File: src/rtl/cpu_clk_ctrl_pkg.sv
// Shared encodings for the CPU clock-enable controller: run-mode codes, FSM states
// and small helpers used by the controller and its interface.
package cpu_clk_pkg;

    localparam logic [1:0] MODE_HALT  = 2'b00;
    localparam logic [1:0] MODE_RUN   = 2'b01;
    localparam logic [1:0] MODE_STEP  = 2'b10;
    localparam logic [1:0] MODE_BURST = 2'b11;

    typedef enum logic [1:0] {
        ST_IDLE      = 2'b00,
        ST_RUN       = 2'b01,
        ST_STEP_WAIT = 2'b10,
        ST_BURST     = 2'b11
    } state_t;

    function automatic logic is_busy(input state_t st);
        return (st == ST_STEP_WAIT) || (st == ST_BURST);
    endfunction

endpackage

File: src/rtl/cpu_clk_ctrl_if.sv
// Control/status bundle between a debug front end (master) and cpu_clk_ctrl (slave).
// CycleCount exists only when CPU_CLK_CTRL_CYCLE_COUNT_EN is defined.
interface cpu_clk_ctrl_if #(
    parameter int BURST_W = 16
);
    logic [1:0]         Mode;
    logic               Step;
    logic               Start;
    logic [BURST_W-1:0] BurstLen;
    logic               CpuEn;
    logic               Busy;
    logic               Done;
    logic [BURST_W-1:0] Remaining;
`ifdef CPU_CLK_CTRL_CYCLE_COUNT_EN
    logic [31:0]        CycleCount;

    modport master (
        output Mode, Step, Start, BurstLen,
        input  CpuEn, Busy, Done, Remaining, CycleCount
    );

    modport slave (
        input  Mode, Step, Start, BurstLen,
        output CpuEn, Busy, Done, Remaining, CycleCount
    );
`else
    modport master (
        output Mode, Step, Start, BurstLen,
        input  CpuEn, Busy, Done, Remaining
    );

    modport slave (
        input  Mode, Step, Start, BurstLen,
        output CpuEn, Busy, Done, Remaining
    );
`endif
endinterface

File: src/rtl/cpu_clk_ctrl_sync_edge_det.sv
// Multi-stage synchroniser for an asynchronous level followed by a registered
// rising-edge detector; the pulse appears SYNC_STAGES+1 clocks after the input edge.
module sync_edge_det #(
    parameter int SYNC_STAGES = 2
) (
    input  logic clk,
    input  logic rst_n,
    input  logic async_in,
    output logic pulse
);

    logic [SYNC_STAGES-1:0] sync_r;
    logic                   prev_r;
    logic                   pulse_r;

    // Synchroniser chain, previous-value register and edge pulse register
    always_ff @(posedge clk or negedge rst_n) begin
        if (!rst_n) begin
            sync_r  <= {SYNC_STAGES{1'b0}};
            prev_r  <= 1'b0;
            pulse_r <= 1'b0;
        end else begin
            sync_r  <= {sync_r[SYNC_STAGES-2:0], async_in};
            prev_r  <= sync_r[SYNC_STAGES-1];
            pulse_r <= sync_r[SYNC_STAGES-1] & ~prev_r;
        end
    end

    assign pulse = pulse_r;

endmodule

File: src/rtl/cpu_clk_ctrl.sv
// Clock-enable controller for the CPU core: one-cycle CpuEn strobes every DIV clocks,
// with halt / run / single-step / N-cycle burst modes. Optional CycleCount output
// is enabled by defining CPU_CLK_CTRL_CYCLE_COUNT_EN.
module cpu_clk_ctrl
    import cpu_clk_pkg::*;
#(
    parameter int DIV         = 4,
    parameter int BURST_W     = 16,
    parameter int SYNC_STAGES = 2
) (
    input  logic          Clock,
    input  logic          Resetn,
    cpu_clk_ctrl_if.slave bus
);

    localparam int              PW       = 16;
    localparam logic [PW-1:0]   DIV_LAST = PW'(DIV - 1);
    localparam logic [BURST_W-1:0] REM_ZERO = BURST_W'(0);
    localparam logic [BURST_W-1:0] REM_ONE  = BURST_W'(1);

    logic               step_pulse_s;
    logic               start_pulse_s;
    logic [PW-1:0]      presc_r;
    logic               tick_s;
    state_t             state_r;
    state_t             state_nx;
    logic               cpu_en_nx;
    logic               done_nx;
    logic [BURST_W-1:0] remaining_nx;
    logic               cpu_en_r;
    logic               busy_r;
    logic               done_r;
    logic [BURST_W-1:0] remaining_r;

    sync_edge_det #(
        .SYNC_STAGES (SYNC_STAGES)
    ) u_step_sync (
        .clk      (Clock),
        .rst_n    (Resetn),
        .async_in (bus.Step),
        .pulse    (step_pulse_s)
    );

    sync_edge_det #(
        .SYNC_STAGES (SYNC_STAGES)
    ) u_start_sync (
        .clk      (Clock),
        .rst_n    (Resetn),
        .async_in (bus.Start),
        .pulse    (start_pulse_s)
    );

    assign tick_s = (presc_r == DIV_LAST);

    // Prescaler: zero on every entry to an active state so the first tick lands DIV clocks in
    always_ff @(posedge Clock or negedge Resetn) begin
        if (!Resetn) begin
            presc_r <= 16'd0;
        end else if ((state_r == ST_IDLE) || (state_nx == ST_IDLE)) begin
            presc_r <= 16'd0;
        end else if (tick_s) begin
            presc_r <= 16'd0;
        end else begin
            presc_r <= presc_r + 16'd1;
        end
    end

    // State register
    always_ff @(posedge Clock or negedge Resetn) begin
        if (!Resetn) begin
            state_r <= ST_IDLE;
        end else begin
            state_r <= state_nx;
        end
    end

    // Next-state and next-output decode; a Mode mismatch in any active state aborts silently
    always_comb begin
        state_nx     = state_r;
        cpu_en_nx    = 1'b0;
        done_nx      = 1'b0;
        remaining_nx = remaining_r;
        case (state_r)
            ST_IDLE: begin
                remaining_nx = REM_ZERO;
                if (bus.Mode == MODE_RUN) begin
                    state_nx = ST_RUN;
                end else if ((bus.Mode == MODE_STEP) && step_pulse_s) begin
                    state_nx = ST_STEP_WAIT;
                end else if ((bus.Mode == MODE_BURST) && start_pulse_s) begin
                    if (bus.BurstLen != REM_ZERO) begin
                        state_nx     = ST_BURST;
                        remaining_nx = bus.BurstLen;
                    end else begin
                        done_nx = 1'b1;
                    end
                end else begin
                    state_nx = ST_IDLE;
                end
            end
            ST_RUN: begin
                if (bus.Mode != MODE_RUN) begin
                    state_nx = ST_IDLE;
                end else begin
                    cpu_en_nx = tick_s;
                end
            end
            ST_STEP_WAIT: begin
                if (bus.Mode != MODE_STEP) begin
                    state_nx = ST_IDLE;
                end else if (tick_s) begin
                    cpu_en_nx = 1'b1;
                    done_nx   = 1'b1;
                    state_nx  = ST_IDLE;
                end else begin
                    state_nx = ST_STEP_WAIT;
                end
            end
            ST_BURST: begin
                if (bus.Mode != MODE_BURST) begin
                    state_nx     = ST_IDLE;
                    remaining_nx = REM_ZERO;
                end else if (tick_s) begin
                    cpu_en_nx = 1'b1;
                    if (remaining_r <= REM_ONE) begin
                        remaining_nx = REM_ZERO;
                        done_nx      = 1'b1;
                        state_nx     = ST_IDLE;
                    end else begin
                        remaining_nx = remaining_r - REM_ONE;
                    end
                end else begin
                    state_nx = ST_BURST;
                end
            end
            default: begin
                state_nx     = ST_IDLE;
                remaining_nx = REM_ZERO;
            end
        endcase
    end

    // Registered outputs
    always_ff @(posedge Clock or negedge Resetn) begin
        if (!Resetn) begin
            cpu_en_r    <= 1'b0;
            busy_r      <= 1'b0;
            done_r      <= 1'b0;
            remaining_r <= REM_ZERO;
        end else begin
            cpu_en_r    <= cpu_en_nx;
            busy_r      <= is_busy(state_nx);
            done_r      <= done_nx;
            remaining_r <= remaining_nx;
        end
    end

    assign bus.CpuEn     = cpu_en_r;
    assign bus.Busy      = busy_r;
    assign bus.Done      = done_r;
    assign bus.Remaining = remaining_r;

`ifdef CPU_CLK_CTRL_CYCLE_COUNT_EN
    logic [31:0] cycle_cnt_r;

    // Enable counter, updated together with CpuEn so it always equals the pulses issued
    always_ff @(posedge Clock or negedge Resetn) begin
        if (!Resetn) begin
            cycle_cnt_r <= 32'd0;
        end else if (cpu_en_nx) begin
            cycle_cnt_r <= cycle_cnt_r + 32'd1;
        end else begin
            cycle_cnt_r <= cycle_cnt_r;
        end
    end

    assign bus.CycleCount = cycle_cnt_r;
`endif

endmodule
File: src/flat_wrapper.sv
// flat-port wrapper written by rule: the top's interface ports become plain ports
module cpu_clk_ctrl_flat import cpu_clk_pkg::*;
#(
    parameter int DIV         = 4,
    parameter int BURST_W     = 16,
    parameter int SYNC_STAGES = 2
)
  (Clock, Resetn, bus_Mode, bus_Step, bus_Start, bus_BurstLen, bus_CpuEn, bus_Busy, bus_Done, bus_Remaining);
  cpu_clk_ctrl_if #(.BURST_W(BURST_W)) bus_i ();
  input  logic Clock;
  input  logic Resetn;
  input wire logic [$bits(bus_i.Mode)-1:0] bus_Mode;
  input wire logic [$bits(bus_i.Step)-1:0] bus_Step;
  input wire logic [$bits(bus_i.Start)-1:0] bus_Start;
  input wire logic [$bits(bus_i.BurstLen)-1:0] bus_BurstLen;
  output wire logic [$bits(bus_i.CpuEn)-1:0] bus_CpuEn;
  output wire logic [$bits(bus_i.Busy)-1:0] bus_Busy;
  output wire logic [$bits(bus_i.Done)-1:0] bus_Done;
  output wire logic [$bits(bus_i.Remaining)-1:0] bus_Remaining;
  assign bus_i.Mode = bus_Mode;
  assign bus_i.Step = bus_Step;
  assign bus_i.Start = bus_Start;
  assign bus_i.BurstLen = bus_BurstLen;
  assign bus_CpuEn = bus_i.CpuEn;
  assign bus_Busy = bus_i.Busy;
  assign bus_Done = bus_i.Done;
  assign bus_Remaining = bus_i.Remaining;
  cpu_clk_ctrl #(.DIV(DIV), .BURST_W(BURST_W), .SYNC_STAGES(SYNC_STAGES)) u_core (.Clock(Clock), .Resetn(Resetn), .bus(bus_i));
endmodule
File: config.mk
export PLATFORM = sky130hd
export DESIGN_NAME = cpu_clk_ctrl_flat
export DESIGN_NICKNAME = d
export VERILOG_FILES = /design/src/rtl/cpu_clk_ctrl_pkg.sv /design/src/rtl/cpu_clk_ctrl_if.sv /design/src/rtl/cpu_clk_ctrl_sync_edge_det.sv /design/src/rtl/cpu_clk_ctrl.sv /design/src/flat_wrapper.sv
export SDC_FILE = /design/constraint.sdc
export NUM_CORES = 1
export LEC_CHECK = 0
export ABC_AREA = 1
export BUFFER_PORTS_ARGS = -buffer_cell sky130_fd_sc_hd__buf_2
export CAP_MARGIN = 20
export CORE_ASPECT_RATIO = 0.8
export CORE_UTILIZATION = 48
export CTS_BUF_LIST = sky130_fd_sc_hd__clkbuf_16
export DETAILED_ROUTE_END_ITERATION = 8
export PLACE_DENSITY = 0.69
export SLEW_MARGIN = 20
export SYNTH_ARGS = -nofsm -noshare
export SYNTH_HDL_FRONTEND = slang
export SYNTH_SLANG_ARGS = --single-unit
File: constraint.sdc
create_clock -name Clock -period 2.1 [get_ports Clock]
set_input_delay 0.42 -clock Clock [delete_from_list [all_inputs] [get_ports Clock]]
set_output_delay 0.42 -clock Clock [all_outputs]
set_load 0.02 [all_outputs]
==> impl_metrics.csv <==
group,metric,value,unit
final_layout,area_growth,18.4,%
logic_synthesis,synth.area.top_cells,"dfrtp_1 42%, nor2_1 9.4%, nand2_1 9.2%, nand3_1 5.8%, inv_1 5.1%",
setup_path,worstPathArrival,2.08,ns
clock_tree,cts_resized,0,
sta,worstMarginPinSlew,0.528,ns
power_and_ir_drop,peakVddDrop,603,µV
final_layout,fillers,469,
clock_tree,cts_max_path_buffers,2,
routing,vias,2460,
place,globalplace.congestion,0.877,
power_and_ir_drop,swShare,0.433,
final_layout,antenna_cells,0,
die,ios,41,
logic_synthesis,netlist_instances,350,
routing,drc_errors,0,
place,numPortBuffers,40,
global_routing,grt_max_degree,26,
logic_synthesis,yosys_warnings,0,
sta,setup_tns,0,ns
global_routing,antenna_found_initial,0,
setup_path,crit_top_cell,"nand2_1",
setup_path,crit_required,2.25,ns
setup_path,rr_worst_depth,8,
final_layout,drive_gt1_frac,0.201,
logic_synthesis,synthMuxAreaShare,0,
clock_tree,worstSkewPairLatency,0.29,ns
clock_tree,cts-buffers-inserted,5,
place,place_area,2950,µm²
power_and_ir_drop,p_leak,1.50,nW
logic_synthesis,syn_avg_cell_area,7.61,µm²
job,drv_cap,0,
die,rows,23,
logic_synthesis,synthDistinctLibCells,31,
die,die-height,68.6,µm
power_and_ir_drop,clkPwrFrac,0.246,
status,status,"completed",
setup_path,cp_slowest_cell,"dfrtp_1",
sta,period_share,0.919,
place,dp_hpwl,4520,µm
logic_synthesis,synth_compound_area_frac,0.0992,
global_routing,grt_pass1_wl,10000,µm
logic_synthesis,synth_xor_area_frac,0.0526,
power_and_ir_drop,p_int,2.35,mW
power_and_ir_drop,power_density,1310,nW/µm²
sta,fmax,518,MHz
clock_tree,cts-root-buf,"clkbuf_16",
sta,rsz0062_at_grt,"no",
clock_tree,postCtsHoldBufs,0,
routing,ant_nets,0,
sta,finalSetupViolations,0,
global_routing,grt-ovfl-total,0,
setup_path,worstSetupEndpointType,"register",
clock_tree,post-cts-setup-buffers,0,
die,initial_core_util,0.514,
logic_synthesis,synth_fa_ha_area_frac,0.0329,
clock_tree,htree_levels,2,
logic_synthesis,ys_ff_latch,45,
global_routing,grt_use_total,0.226,
routing,routed_wl,6240,µm
sta,drv_slew,0,
die,core-area,5180,µm²
clock_tree,clk_pin_slew_worst_paths,0.06,ns
routing,drt-pass1-iter-count,5,
setup_path,timing.rr.start,"u_core.state_r[0]$_DFF_PN0_",
sta,final-hold-violation-count,0,
setup_path,path_cells,"ha_1, inv_1, nor2_4, nand2_1, nand2_1, inv_2, nor2_1, a31oi_1",
setup_path,cp-start-kind,"register",
hold_path,hold_path.class,"input pin to async pin",
logic_synthesis,synth_top_family_by_area,"simple AND/OR/NAND/NOR gates",
power_and_ir_drop,sequentialPowerShare,0.304,
setup_path,worst_r2r_endpoint,"u_core.bus.Remaining[8]$_DFFE_PN0P_",
logic_synthesis,yosysSeqAreaShare,0.423,
clock_tree,cts_tree,"built",
sta,max-slew-margin-rel,0.648,
power_and_ir_drop,comb_power_share,0.449,
routing,wire_per_inst,13.6,µm
setup_path,path_buf_inv,2,
setup_path,critical_path.top_delay_family,"simple AND/OR/NAND/NOR gates",
power_and_ir_drop,p_switching,1.79,mW
setup_path,cpPeakStageDelay,0.43,ns
sta,worst_slack,0.171,ns
logic_synthesis,synth_largest_area_cell,"dfrtp_1",
die,die_x,85.3,µm
routing,first_iter_violations,239,
routing,routed_via_density,5.35,
logic_synthesis,synth_top_area_frac,0.423,
setup_path,rrSetupSlack,0.17,ns
place,dp_slack,0.167,ns
logic_synthesis,netlist_area,2660,µm²
die,dieArea,5850,µm²
setup_path,critical_path.max_fanout,17,
clock_tree,cts_sinks,45,
global_routing,grt_pass1_vias,2107,
final_layout,final_net_count,426,
setup_path,critPathKind,"register to register",
final_layout,final_cell_area,3150,µm²
sta,fin_skew,0.00523,ns
logic_synthesis,synth_simple_gate_area_share,0.318,
sta,period_needed,1.93,ns
logic_synthesis,syn_nets,379,
==> power groups by stage <==
stage / clock [mW] / sequential [mW] / combinational (mW)
CTS: 1.02 / 1.26 / 1.81
global route: 1.06 / 1.29 / 2.07
floorplan: 0 / 1.39 / 1.23
global placement: 0 / 1.27 / 1.76
finish: 1.02 / 1.26 / 1.86
detailed placement: 0 / 1.27 / 1.78
==> area by class of cell <==
| class | count | area, µm² | area share |
|---|---|---|---|
| multi-input combinational | 260 | 1350 | 0.428 |
| sequential | 45 | 1130 | 0.357 |
| timing repair buffer | 46 | 258 | 0.0818 |
| inverter | 39 | 150 | 0.0476 |
| clock buffer | 5 | 125 | 0.0397 |
| tap | 62 | 77.6 | 0.0246 |
| clock inverter | 3 | 65.1 | 0.0206 |
==> synth_stat cells <==
| cell type | number |
|---|---|
| ha_1 | 7 |
| buf_6 | 1 |
| nand3_1 | 31 |
| nand2_2 | 2 |
| buf_12 | 1 |
| nor2_4 | 2 |
| a22oi_1 | 3 |
| clkinv_1 | 2 |
| xor2_1 | 13 |
| dfrtp_1 | 45 |
| inv_2 | 1 |
| a311oi_1 | 1 |
| o21ai_0 | 15 |
| a31oi_1 | 11 |
| a21oi_4 | 1 |
| nand2_4 | 1 |
| a21oi_1 | 13 |
| clkbuf_1 | 2 |
| nand2_1 | 65 |
| or2_2 | 1 |
| nand3b_1 | 1 |
| nor2_2 | 15 |
| buf_4 | 1 |
| buf_2 | 1 |
| inv_1 | 36 |
| nor3_1 | 4 |
| nor2_1 | 67 |
| xnor2_1 | 3 |
| nand4_1 | 2 |
| o211ai_1 | 1 |
| nor3_2 | 1 |
==> flip-flops by register name, indices dropped and copies added (netlist names) <==
register	flops
u_core.u_start_sync.pulse	1
u_core.u_start_sync.sync_r	2
u_core.presc_r	16
u_core.u_start_sync.prev_r	1
u_core.u_step_sync.prev_r	1
u_core.bus.CpuEn	1
u_core.bus.Done	1
u_core.u_step_sync.pulse	1
u_core.state_r	2
u_core.bus.Remaining	16
u_core.bus.Busy	1
u_core.u_step_sync.sync_r	2
==> how the worst max path moves through the flow <==
stage                                              from                                  end  slack [ns]  cells after the start
floorplan           u_core.bus.Remaining[0]$_DFFE_PN0P_         u_core.presc_r[10]$_DFF_PN0_        0.22                     15
global placement    u_core.bus.Remaining[0]$_DFFE_PN0P_          u_core.presc_r[4]$_DFF_PN0_        0.24                     15
detailed placement  u_core.bus.Remaining[0]$_DFFE_PN0P_         u_core.presc_r[15]$_DFF_PN0_        0.17                     15
CTS                 u_core.bus.Remaining[0]$_DFFE_PN0P_  u_core.bus.Remaining[8]$_DFFE_PN0P_        0.15                     11
global route                u_core.presc_r[0]$_DFF_PN0_         u_core.presc_r[10]$_DFF_PN0_        0.01                      9
finish                      u_core.state_r[0]$_DFF_PN0_  u_core.bus.Remaining[8]$_DFFE_PN0P_        0.17                      8
==> per-stage QoR <==
stage          power (mW)  cells   util  hold slack, ns
4_1_cts              4.09    460  0.606           0.122
6_report             4.14    460  0.608           0.106
2_1_floorplan        2.62    350      -           0.124
3_3_place_gp         3.03    452  0.569           0.339
3_5_place_dp         3.05    452  0.569           0.336
5_1_grt              4.41    460  0.608           0.137
==> layout by cell type (no fill, tap or decap), types with 2 or more instances in the layout <==
master     instances
a31oi_1           11
inv_1             36
a21oi_1           13
nor3_1             4
buf_2             40
clkbuf_16          5
o21ai_0           15
nor2_1            67
dfrtp_1           45
nor2_4             2
xnor2_1            3
nand3_1           31
nand4_1            2
buf_4              5
a22oi_1            3
xor2_1            13
ha_1               6
nor2_2            15
bufinv_16          2
nand2_1           65
nand2_2            2
==> cells by family (layout without fill, tap and decap cells) <==
logic type | after synthesis | after routing
flip-flops | 45 | 45
adder cells (fa/ha/maj) | 7 | 7
AND/OR/NAND/NOR | 192 | 192
XOR/XNOR | 16 | 16
buffers and inverters | 45 | 93
AO/OA/AOI/OAI | 45 | 45
==> routing by layer <==
layer	track usage	wire length [µm]	part of all wire	vias to the layer above
met5	0	0	0	-
met4	0.0708	78	0.012	0
met3	0.0393	263	0.042	9
met2	0.356	2820	0.45	56
met1	0.321	3080	0.49	1177
li1	-	-	-	1218
Note: power is estimated with default switching activity, not from simulation.
